$ cat src/rtl/receiver.sv
// Bit-serial 802.11a PLCP receiver: preamble hunt/check, SIGNAL field decode,
// and LENGTH*8 payload bit forwarding with a valid strobe.
module receiver #(
  parameter int PREAMBLE_BITS = 96
) (
  input  logic        Clock,
  input  logic        Reset,
  input  logic        Input,
  output logic        Output,
  output logic        OutputValid,
  output logic [3:0]  Rate,
  output logic [11:0] Length,
  output logic        SignalValid,
  output logic        SignalError,
  output logic        PreambleError,
  output logic        FrameDone,
  output logic        Busy
);

  typedef enum logic [1:0] {HUNT, PREAMBLE, SIGNAL, PAYLOAD} state_t;

  localparam logic [7:0] PRE_LAST = 8'(PREAMBLE_BITS - 1);
  localparam logic [7:0] SIG_LAST = 8'd23;

  state_t        state, state_nxt;
  logic [7:0]    bit_cnt, bit_cnt_nxt;
  logic [14:0]   pay_cnt, pay_cnt_nxt;
  logic [22:0]   sig_p0;
  logic [23:0]   sig_full;
  logic          out_nxt, ov_nxt, sv_nxt, se_nxt, pe_nxt, fd_nxt, busy_nxt;
  logic [3:0]    rate_nxt;
  logic [11:0]   len_nxt;

  // Reserved bit clear, even parity over bits 0..17, all-zero tail.
  function automatic logic sig_accept(input logic [23:0] s);
    return (s[4] == 1'b0) && ((^s[17:0]) == 1'b0) && (s[23:18] == 6'd0);
  endfunction

  // SIGNAL bits shift in from the top so bit k lands at position k after 23 shifts.
  always_ff @(posedge Clock) begin
    if (!Reset && state == SIGNAL)
      sig_p0 <= {Input, sig_p0[22:1]};
  end

  always_comb begin
    state_nxt   = state;
    bit_cnt_nxt = bit_cnt;
    pay_cnt_nxt = pay_cnt;
    out_nxt     = 1'b0;
    ov_nxt      = 1'b0;
    rate_nxt    = Rate;
    len_nxt     = Length;
    sv_nxt      = 1'b0;
    se_nxt      = 1'b0;
    pe_nxt      = 1'b0;
    fd_nxt      = 1'b0;
    sig_full    = {Input, sig_p0};

    case (state)
      HUNT: begin
        if (Input) begin
          state_nxt   = PREAMBLE;
          bit_cnt_nxt = 8'd1;
        end
      end
      PREAMBLE: begin
        if (Input != ~bit_cnt[0]) begin
          pe_nxt      = 1'b1;
          state_nxt   = HUNT;
          bit_cnt_nxt = 8'd0;
        end else if (bit_cnt == PRE_LAST) begin
          state_nxt   = SIGNAL;
          bit_cnt_nxt = 8'd0;
        end else begin
          bit_cnt_nxt = bit_cnt + 8'd1;
        end
      end
      SIGNAL: begin
        if (bit_cnt == SIG_LAST) begin
          bit_cnt_nxt = 8'd0;
          if (sig_accept(sig_full)) begin
            rate_nxt = sig_full[3:0];
            len_nxt  = sig_full[16:5];
            sv_nxt   = 1'b1;
            if (sig_full[16:5] == 12'd0) begin
              fd_nxt    = 1'b1;
              state_nxt = HUNT;
            end else begin
              state_nxt   = PAYLOAD;
              pay_cnt_nxt = {sig_full[16:5], 3'b000};
            end
          end else begin
            se_nxt    = 1'b1;
            state_nxt = HUNT;
          end
        end else begin
          bit_cnt_nxt = bit_cnt + 8'd1;
        end
      end
      PAYLOAD: begin
        out_nxt     = Input;
        ov_nxt      = 1'b1;
        pay_cnt_nxt = pay_cnt - 15'd1;
        if (pay_cnt == 15'd1) begin
          fd_nxt    = 1'b1;
          state_nxt = HUNT;
        end
      end
      default: state_nxt = HUNT;
    endcase

    // Busy stays up through the cycle carrying the terminating pulse.
    busy_nxt = (state_nxt != HUNT) || fd_nxt || se_nxt || pe_nxt;
  end

  always_ff @(posedge Clock) begin
    if (Reset) begin
      state         <= HUNT;
      bit_cnt       <= 8'd0;
      pay_cnt       <= 15'd0;
      Output        <= 1'b0;
      OutputValid   <= 1'b0;
      Rate          <= 4'd0;
      Length        <= 12'd0;
      SignalValid   <= 1'b0;
      SignalError   <= 1'b0;
      PreambleError <= 1'b0;
      FrameDone     <= 1'b0;
      Busy          <= 1'b0;
    end else begin
      state         <= state_nxt;
      bit_cnt       <= bit_cnt_nxt;
      pay_cnt       <= pay_cnt_nxt;
      Output        <= out_nxt;
      OutputValid   <= ov_nxt;
      Rate          <= rate_nxt;
      Length        <= len_nxt;
      SignalValid   <= sv_nxt;
      SignalError   <= se_nxt;
      PreambleError <= pe_nxt;
      FrameDone     <= fd_nxt;
      Busy          <= busy_nxt;
    end
  end

endmodule

$ cat config.mk
export PLATFORM = sky130hd
export DESIGN_NAME = receiver
export DESIGN_NICKNAME = d
export VERILOG_FILES = /design/src/rtl/receiver.sv
export SDC_FILE = /design/constraint.sdc
export NUM_CORES = 1
export LEC_CHECK = 0
export CAP_MARGIN = 20
export CORE_MARGIN = 3
export CORE_UTILIZATION = 58
export CTS_CLUSTER_DIAMETER = 40
export DETAILED_ROUTE_END_ITERATION = 16
export PLACE_DENSITY = 0.79
export SYNTH_ARGS = -nofsm -noshare
export SYNTH_HDL_FRONTEND = slang
export SYNTH_SLANG_ARGS = --single-unit
$ cat constraint.sdc
create_clock -name Clock -period 2.85 [get_ports Clock]
set_input_delay 0.285 -clock Clock [delete_from_list [all_inputs] [get_ports Clock]]
set_output_delay 0.285 -clock Clock [all_outputs]
set_load 0.02 [all_outputs]
Yosys cells after proc, flatten, opt, wreduce, memory -nomap -nowiden
Cells that the tools add are included.
W data, S select, Z words.
{"block": "totals", "ff_bits": 71, "latch_bits": 0, "ramBits": 0, "memories": 0, "elab_cells": 80, "rom_bits": 0}
{"block": "classes", "n_shift": 0, "order_cmp": 0, "n_bitwise": 6, "mux": 29, "multipliers": 0, "add_sub_neg": 2, "div": 0, "n_eq_ne": 11, "reduce_logical": 19}
{"operator": "$mux W15", "count": 3}
{"operator": "$mux W8", "count": 4}
{"operator": "$pmux W15 S2", "count": 1}
{"operator": "$pmux W8 S3", "count": 1}
{"operator": "$reduce_xor A18 Y1", "count": 1}
{"operator": "$eq A15 B1 Y1 const B", "count": 1}
{"operator": "$sub A15 B1 Y15 const B", "count": 1}
{"operator": "$mux W2", "count": 7}
{"operator": "$logic_not A12 Y1", "count": 1}
{"operator": "$mux W1", "count": 11}
{"operator": "$add A8 B1 Y8 const B", "count": 1}
{"operator": "$eq A8 B5 Y1 const B", "count": 1}
{"operator": "$eq A8 B7 Y1 const B", "count": 1}
{"operator": "$pmux W2 S4", "count": 1}
{"operator": "$logic_not A6 Y1", "count": 1}
{"operator": "$not A1 Y1", "count": 6}
{"operator": "$eq A2 B2 Y1 const B", "count": 2}
{"operator": "$ne A2 B1 Y1 const B", "count": 2}
{"operator": "$ne A2 B2 Y1 const B", "count": 2}
{"operator": "$reduce_and A4 Y1", "count": 1}
{"operator": "$reduce_bool A2 Y1", "count": 2}
{"operator": "$logic_and A1 B1 Y1", "count": 3}
{"operator": "$logic_or A1 B1 Y1", "count": 3}
{"operator": "$reduce_and A3 Y1", "count": 1}
{"operator": "9 further kinds", "count": 9}

Longest topological paths before layout
Gate-level depths: netlist of run 1.
{"block": "depth", "depth_word": 11, "depth_mapped": 9, "depth_no_buf": 9}

Least setup slack after synthesis of run 1
Ideal clock, no wire load.
{"block": "synth_timing", "path_kind": "register to register", "start": "register sig_p0[12]", "end": "register Length[11]", "t_arrival_ps": 2259, "path_buffers": 1, "stages_incl_launch_ff": 9, "setup_slack_ps": 464, "cell_sequence": "edfxtp_1 > xnor2_1 > xnor2_1 > xnor3_2 > xnor2_4 > nor3_4 > buf_6 > mux2i_1 > nor2_1"}
{"block": "synth_between", "elab_chain_len": 5}
{"item": "from (decl)", "line_no": "28", "source": "logic [22:0] sig_p0;"}
{"item": "from (signal assigned)", "line_no": "42", "source": "sig_p0 <= {Input, sig_p0[22:1]};"}
{"item": "$reduce_xor A18 Y1", "line_no": "36", "source": "return (s[4] == 1'b0) && ((^s[17:0]) == 1'b0) && (s[23:18] == 6'd0);"}
{"item": "$not A1 Y1", "line_no": "36"}
{"item": "$logic_and A1 B1 Y1 (2 in series)", "line_no": "36"}
{"item": "$reduce_and A3 Y1 (no source line)"}
{"item": "to (signal assigned)", "line_no": "137", "source": "Length <= len_nxt;"}
{"item": "to (decl)", "line_no": "12", "source": "output logic [11:0] Length,"}
No other way between the ends.
A chain may end at the register's enable or synchronous reset.

Final worst setup path of run 1
{"block": "layout_timing", "start": "register pay_cnt[0]", "end": "register Busy"}
{"block": "layout_between", "elab_chain_len": 7, "elab_cells_between_ends": 9, "cone_classes": "eq/ne: 1; mux: 4; reduce/logical: 4"}
{"item": "from (decl)", "line_no": "27", "source": "logic [14:0] pay_cnt, pay_cnt_nxt;"}
{"item": "from (signal assigned)", "line_no": "133", "source": "pay_cnt <= pay_cnt_nxt;"}
{"item": "$eq A15 B1 Y1 (*)", "line_no": "104", "source": "if (pay_cnt == 15'd1) begin"}
{"item": "$mux W2", "line_no": "104"}
{"item": "$pmux W2 S4", "line_no": "59", "source": "case (state)"}
{"item": "$reduce_bool A2 Y1", "line_no": "113", "source": "busy_nxt = (state_nxt != HUNT) || fd_nxt || se_nxt || pe_nxt;"}
{"item": "$logic_or A1 B1 Y1 (*) (3 in series)", "line_no": "113"}
{"item": "to (signal assigned)", "line_no": "142", "source": "Busy <= busy_nxt;"}
{"item": "to (decl)", "line_no": "17", "source": "output logic Busy"}
Every way passes the cells marked *; elsewhere a longest branch is shown, timed or not.

==> results of run 1 <==
## placed cells by master, fill, tap and decap left out, types with 2 or more instances in the layout
cell type,synthesis,layout
a211oi_1,8,8
a21bo_2,4,4
a21oi_1,17,17
and2_1,2,2
and3_1,4,4
buf_4,1,9
bufinv_16,0,2
clkbuf_8,0,9
clkdlybuf4s50_1,0,25
dfxtp_1,48,48
edfxtp_1,23,23
ha_1,8,8
inv_1,11,11
inv_6,0,2
mux2i_1,18,18
nand2_1,33,33
nand2b_1,6,6
nand3_1,9,9
nand4_1,2,2
nor2_1,36,36
nor2b_1,3,2
nor3_1,7,7
nor4_1,9,9
o21ai_0,8,8
o22ai_1,7,7
o31ai_1,3,3
o32ai_1,2,2
or3_1,5,5
xnor2_1,14,14
xnor2_4,2,2
xor2_1,4,4
## synth_stat cells, drive strengths merged, types with 2 or more instances
| library cell | count |
|---|---|
| a21bo | 4 |
| inv | 11 |
| nor2 | 36 |
| nor3 | 8 |
| edfxtp | 23 |
| nor2b | 3 |
| dfxtp | 48 |
| or3 | 5 |
| o31ai | 3 |
| o22ai | 8 |
| nand4 | 2 |
| buf | 3 |
| and3 | 4 |
| nand3 | 9 |
| nand2 | 33 |
| clkbuf | 10 |
| a211oi | 8 |
| nor4 | 9 |
| and2 | 2 |
| ha | 8 |
| mux2i | 18 |
| a21oi | 17 |
| nand2b | 6 |
| o21ai | 8 |
| xor2 | 4 |
| o32ai | 2 |
| xnor2 | 16 |
## through the flow
stage	util	total power, mW
3_5_place_dp	0.6864	2.299
5_1_grt	0.7279	3.369
4_1_cts	0.7279	3.191
2_1_floorplan	-	2.073
6_report	0.7279	3.164
3_3_place_gp	0.6864	2.278
## power by group
part	internal, mW	total, mW	switching (mW)
Combinational	0.429	1.00	0.575
Clock	0.496	0.881	0.385
Sequential	1.17	1.28	0.113
Total	2.09	3.16	1.07
## how the worst max path moves through the flow
| stage | start | end | cells after the start |
|---|---|---|---|
| after CTS | pay_cnt[0] | Busy | 7 |
| after global placement | pay_cnt[0] | Busy | 7 |
| after detailed placement | pay_cnt[0] | Busy | 7 |
| after floorplan | sig_p0[12] | Length[11] | 8 |
| final | pay_cnt[0] | Busy | 7 |
| after global routing | pay_cnt[0] | pay_cnt[14] | 9 |
## layout make-up
class,instances,area share
clock buffer,9,0.03229
clock inverter,7,0.02479
inverter,11,0.01076
multi-input combinational,229,0.3960
sequential,71,0.4305
tap,70,0.02283
timing repair buffer,34,0.08284
## logic make-up after synthesis
kind of cell | share of synthesized area
AND/OR/NAND/NOR | 0.1848
flip-flops | 0.5050
AO/OA/AOI/OAI | 0.1209
buffers and inverters | 0.03137
XOR/XNOR | 0.07230
multiplexers | 0.05509
adder cells (fa/ha/maj) | 0.03061
## layer usage
metal  track usage  vias up
met5             0        -
met1        0.3110     1182
li1              -     1218
met4       0.09966        0
met2        0.3662       56
met3       0.05765       11
## worst max-delay path, delay by kind of cell, from the launching register on
kind                     cells  cell delay [ns]
AO/OA/AOI/OAI                3             0.80
adder cells (fa/ha/maj)      1             0.17
flip-flops                   1             0.41
AND/OR/NAND/NOR              3             1.07
## state kept, by name, indices dropped and copies added (netlist names), 2 cells and up
name     flops
sig_p0      23
pay_cnt     15
bit_cnt      8
state        2
Length      12
Rate         4
==> results, run 1 <==
- The flow ran to the end, and the final reports show no timing, DRC or antenna violations.
- Setup repair after global routing left no endpoint under its margin.
- In this design, the stage delay of the slowest critical-path cell is 0.58 ns.
- The CTS root buffer is clkbuf_8.
- The floorplan die height is 81.10 um.
- The final clock skew is 0.005558 ns.
- The peak supply drop is 0.4738 mV.
- The number of hold-slack violations in the final timing report is 0.
- The most frequently used flop master after synthesis is dfxtp_1.
- The layout has 388 filler cells.
- After layout, the worst setup slack is 0.2687 ns.
- Summed over all layers, the routed wires come to 6709 um.
- Before CTS, the worst setup slack after placement is 0.3124 ns.
- The average wire length per cell after detail routing is 15.57 um.
- For this run, the number of standard cells in the final layout without fillers is 431.
- The maximum buffer depth of the clock tree is 2.
- Including well taps, the total number of placed cells is 415.
- The met1 layer wirelength in the final routing is 3072 um.
- The slowest cell on the critical path is or4b_2.
- The worst reg-to-reg setup slack is 0.27 ns.
- Timing would allow up to 387.4 MHz.
- Clock-pin slew was measured on the worst setup and hold paths at 0.07 ns.
- For the worst flop-to-flop path, the logic depth is 7.
- In this run the cell area measured after placement is 3617 sq um.
- The number of warnings issued by yosys is 0.
- The net count of the finished layout is 367.
- The combined global-route utilization of all metal layers is 0.2346.
- The count of port buffers added during placement is 25.
- The detailed route wirelength on metal2 is 3213 um.
- The number of top-level pins is 26.
- The final count of pins violating max slew came to 0.
- The fraction of layout cells with a size suffix above 1 is 0.1025.
- The critical path goes through ha_1 > or4b_2 > nor4_1 > nor2_1 > o22a_1 > o311ai_0 > a41oi_1.
- The remaining design rule violation count is 0.
- The repair_antennas step left the layout with diodes totalling 0.
- The standard-cell row count is 26.
- The arrival time reported for the critical path endpoint is 2.79 ns.
- The clock insertion delay at the later pin of the skew report is 0.35 ns.
- The detailed router used layers up to and including met4.
- The max-slew headroom at the worst pin is 0.6919.
- The number of global-route vias before repair is 2390.
- By area the synthesized netlist is led by dfxtp_1, edfxtp_1, mux2i_1.
- The number of routed nets with antenna violations is 0.
- The max-cap check violation count is 0.
- The worst register-to-register path begins at pay_cnt[0].
- The area inside the core boundary is 5270 sq um.
- The number of vias in the routed layout is 2467.
- Counting every sink on the clock net gives 71.
- The cell area power density is 824.8 nW/um^2.
- In this run the mean area of a mapped cell was 10.09 sq um.
- The library cell with the largest summed area after synthesis is dfxtp_1.
- TritonCTS created 9 clock buffers.
- The placer congestion estimate is 0.8362.
- In this run, synthesis inferred 23 flip-flops with an integrated enable.
- The worst min-delay path category is reg2reg.
- The finished cells cover 3836 sq um.
- The pin count of the biggest net entering global routing is 33.
- The post-cts resize count is 0.
- The number of distinct library cells after synthesis is 48.
- The cell area that synthesis handed to floorplanning was 3271 sq um.
- Of the post-synthesis cell area, the dominant cell type holds 0.2938.
- The net count of the mapped netlist is 335.
- The die covers 6576 sq um.
- Registers take 1652 sq um.
- The critical path startpoint category is a register.
- The proportion of synthesized chip area in sequential cells is 0.5050.
- After legalization and detailed placement, the total HPWL measured 4604 um.
- The first-pass GRT wire length is 11600 um.
- Using the TritonRoute via totals, the vias-per-cell ratio works out to 5.724.
- The static leakage is 1.364 nW.
- Before antenna repair, the detailed router went through 4 iterations.
- The quantity of hold-fixing buffers added after cts is 0.
- The synthesized instance count is 324.
- In the finished design, the share of the clock period the worst path needs comes to 0.9057.
- The area growth from synthesis to layout is 17.29%.
- Counting instances, the worst hold path has a depth of 0.
- Setup violations remaining at the end of the flow were counted as 0.
- The multi-input logic area is 1519 sq um.
- Summed over all layers, the global routing overflow is 0.
- The actual slew at the worst max-slew pin is 0.4573 ns.
- The endpoint type of the worst setup path is a register.
- For this configuration, the core starts out at a cell density of 0.6206.
- The initial antenna violation count is 0.
- In the synthesized netlist the async set-or-reset flop fraction comes to 0.
- The required time of the critical path is 3.05 ns.
- The routed design uses 287 um of met3 wire.
- The worst path in the final design needs a cycle of 2.581 ns, including I/O delays and setup.
- TritonCTS built the clock tree.
- In this run the critical register-to-register path is captured at Busy.
- The end point of the most critical hold path is sig_p0[18].
- The chip width is 81.10 um.
- The start point of the worst hold path is sig_p0[19].
- The H-tree generated during clock tree synthesis spans 3 levels.
- In the final timing run, aggregate negative setup slack is 0 ns.
- Post-CTS timing repair inserted 0 buffers for setup.
- The top fanout value on the critical path is 6.
- After synthesis the netlist holds a flip-flop and latch count of 71.
- The final worst hold slack is 0.4569 ns.
- The critical path in this run is classified as reg2reg.
- The first-iteration detailed-routing DRC count is 178.
Note: power is estimated with default switching activity, not from simulation.
==> run 2, diff against run 1 <==
--- a/config.mk
+++ b/config.mk
@@ -11,6 +11,8 @@
 export CTS_CLUSTER_DIAMETER = 40
 export DETAILED_ROUTE_END_ITERATION = 16
 export PLACE_DENSITY = 0.79
+export REMOVE_ABC_BUFFERS = 1
+export SLEW_MARGIN = 20
 export SYNTH_ARGS = -nofsm -noshare
 export SYNTH_HDL_FRONTEND = slang
 export SYNTH_SLANG_ARGS = --single-unit
==> results, run 2 (synthesis results as in run 1) <==
- The biggest cell delay along the critical path is 0.62 ns (was 0.58 ns).
- The maximum buffer depth of the clock tree was 2 (unchanged).
- The gate family responsible for the most delay along the worst path is simple AND/OR/NAND/NOR gates (unchanged).
- The final worst-path cycle share is 0.9059 (was 0.9057).
- The final period demand of the worst path was 2.582 ns (was 2.581 ns).
- The combined global-route utilization of all metal layers is 0.2279 (was 0.2346).
- The number of routed nets with antenna violations is 0 (unchanged).
- The cell area after layout is 3857 sq um (was 3836 sq um).
- The largest register by flop count is sig_p0 (unchanged).
- The worst min-delay path category was reg2reg (unchanged).
- The actual slew at the worst max-slew pin came to 0.4774 ns (was 0.4573 ns).
- The number of top-level pins is 26 (unchanged).
- The setup violation total in the final timing report came to 0 (unchanged).
- The end of the critical path is Busy (unchanged).
- The remaining design rule violation count is 0 (unchanged).
- The starting density of the core came to 0.6206 (unchanged).
- The flip-flop count of the largest register after layout came to 23 (unchanged).
- Top Registers: sig_p0 (23), pay_cnt (15), Length (12) (unchanged).
- The endpoint type of the worst setup path is a register (unchanged).
- The critical path startpoint category is a register (unchanged).
- Ordered cell list for the critical path: ha_1 > or4b_2 > nor4_2 > nor2_1 > o22a_1 > o311ai_0 > a41oi_1 (was ha_1 > or4b_2 > nor4_1 > nor2_1 > o22a_1 > o311ai_0 > a41oi_1).
- The capturing point of the worst reg2reg path is Busy (unchanged).
- The number of buffers and inverters on the critical path is 0 (unchanged).
- The fraction of layout cells with a size suffix above 1 came to 0.1053 (was 0.1025).
- The first-pass GRT wire length is 11340 um (was 11600 um).
- The placed wire-length estimate is 4690 um (was 4604 um).
- The post-cts resize count is 0 (unchanged).
- The net count of the finished layout is 367 (unchanged).
- The static leakage was 1.361 nW (was 1.364 nW).
- The initial antenna violation count is 0 (unchanged).
- The required time of the critical path came to 3.05 ns (about the same).
- The area of the die is 6576 sq um (unchanged).
- The count of port buffers added during placement came to 25 (unchanged).
- The routed wire length is 6893 um (was 6709 um).
- The slowest cell on the critical path is or4b_2 (unchanged).
- The peak supply drop is 0.5329 mV (was 0.4738 mV).
- The top fanout value on the critical path is 6 (unchanged).
- The total clock sinks is 71 (unchanged).
- The post-placement cell area was 3630 sq um (was 3617 sq um).
- The average vias per placed instance is 5.794 (was 5.724).
- The number of H-tree branching levels is 3 (unchanged).
- The placer congestion estimate is 0.9111 (was 0.8362).
- The highest clock rate is 387.3 MHz (was 387.4 MHz).
- The commonest non-fill, non-tap cell in the layout was dfxtp_1 (unchanged).
- The clock tree from TritonCTS is done (unchanged).
- The CTS root buffer is clkbuf_8 (unchanged).
- The total negative slack for setup checks is 0 ns (unchanged).
- Run status: finished clean (unchanged).
- The pin count of the biggest net entering global routing came to 33 (unchanged).
- The total setup buffers inserted after CTS came to 0 (unchanged).
- The standard-cell row count is 26 (unchanged).
- The cell area power density was 824.5 nW/um^2 (was 824.8 nW/um^2).
- The chip width is 81.10 um (unchanged).
- The final count of pins violating max slew is 0 (unchanged).
- The diode insertion count for antenna repair is 0 (unchanged).
- The clock buffer count from CTS is 9 (unchanged).
- The number of hold-slack violations in the final timing report is 0 (unchanged).
- The first-iteration detailed-routing DRC count is 160 (was 178).
- The arrival time reported for the critical path endpoint came to 2.78 ns (was 2.79 ns).
- The max-cap check violation count was 0 (unchanged).
- The category of the critical setup timing path is reg2reg (unchanged).
- The final clock skew is 0.003507 ns (was 0.005558 ns).
- The max-slew headroom at the worst pin is 0.6784 (was 0.6919).
- The worst reg-to-reg path cell count is 7 (unchanged).
- The clock slew seen by the registers of the worst setup and hold paths is 0.07 ns (about the same).
- The clock insertion delay at the later pin of the skew report was 0.34 ns (was 0.35 ns).
- The worst reg-to-reg setup slack is 0.27 ns (about the same).
- The layout overhead on the synthesized area is 17.94% (was 17.29%).
- Most used cells in the layout excluding fill and tap cells: dfxtp_1, nor2_1, nand2_1 (unchanged).
- Setup repair after global routing missed its margin: no (unchanged).
- The quantity of hold-fixing buffers added after cts came to 0 (unchanged).
- The floorplan die height was 81.10 um (unchanged).
- The cell count along the critical path is 7 (unchanged).
- The number of global-route vias before repair came to 2343 (was 2390).
- The average wire length per cell after detail routing is 15.99 um (was 15.57 um).
- The startpoint of the worst register-to-register path is pay_cnt[0] (unchanged).
- The start point of the critical path is pay_cnt[0] (unchanged).
- The length of the first detailed-routing pass in iterations is 4 (unchanged).
- The number of vias in the routed layout is 2497 (was 2467).
- The sum of overflow across all layers after global routing was 0 (unchanged).
- The area inside the core boundary is 5270 sq um (unchanged).
run 2: cell count changes in the layout (fill, tap and decap cells not counted), sizes merged:
cell / change
clkinvlp: +2
clkinv: -1
inv: -2
clkbuf: +1
run 2: worst min-delay path by stage:
| stage | cells past startpoint | start | end | slack (ns) |
|---|---|---|---|---|
| after global routing | 0 | sig_p0[18] | sig_p0[17] | 0.47 |
| after global placement | 0 | sig_p0[18] | sig_p0[17] | 0.43 |
| final | 0 | sig_p0[21] | sig_p0[20] | 0.46 |
| after detailed placement | 0 | sig_p0[18] | sig_p0[17] | 0.45 |
| after floorplan | 1 | Reset | OutputValid | 0.35 |
| after CTS | 0 | sig_p0[18] | sig_p0[17] | 0.46 |
run 2: area by class of cell:
class / count / area (sq um)
timing repair buffer: 34 / 330.3
tap: 70 / 87.58
clock buffer: 10 / 137.6
clock inverter: 6 / 83.83
multi-input combinational: 229 / 1525
inverter: 11 / 41.29
fill: 391 / 1413
sequential: 71 / 1652
run 2: where the power goes:
part | switching [mW] | internal [mW]
registers | 0.116 | 1.17
logic | 0.592 | 0.428
clock network | 0.365 | 0.512
run 2: per-stage QoR:
stage | hold slack [ns] | worst slack, ns | utilization | total power, mW | cells
CTS | 0.4637 | 0.1905 | 0.7308 | 3.187 | 431
floorplan | 0.3517 | 0.1470 | - | 2.055 | 311
global placement | 0.4330 | 0.4187 | 0.6887 | 2.278 | 415
finish | 0.4624 | 0.2682 | 0.7320 | 3.180 | 431
detailed placement | 0.4462 | 0.2050 | 0.6887 | 2.298 | 415
global route | 0.4674 | 0.07209 | 0.7320 | 3.358 | 431
run 2: per-layer routing:
metal	vias to the layer above	track usage	share of wire
li1	1230	-	-
met1	1203	0.2898	0.46
met2	52	0.3711	0.49
met3	12	0.06319	0.036
met4	0	0.08446	0.012
met5	-	0	0
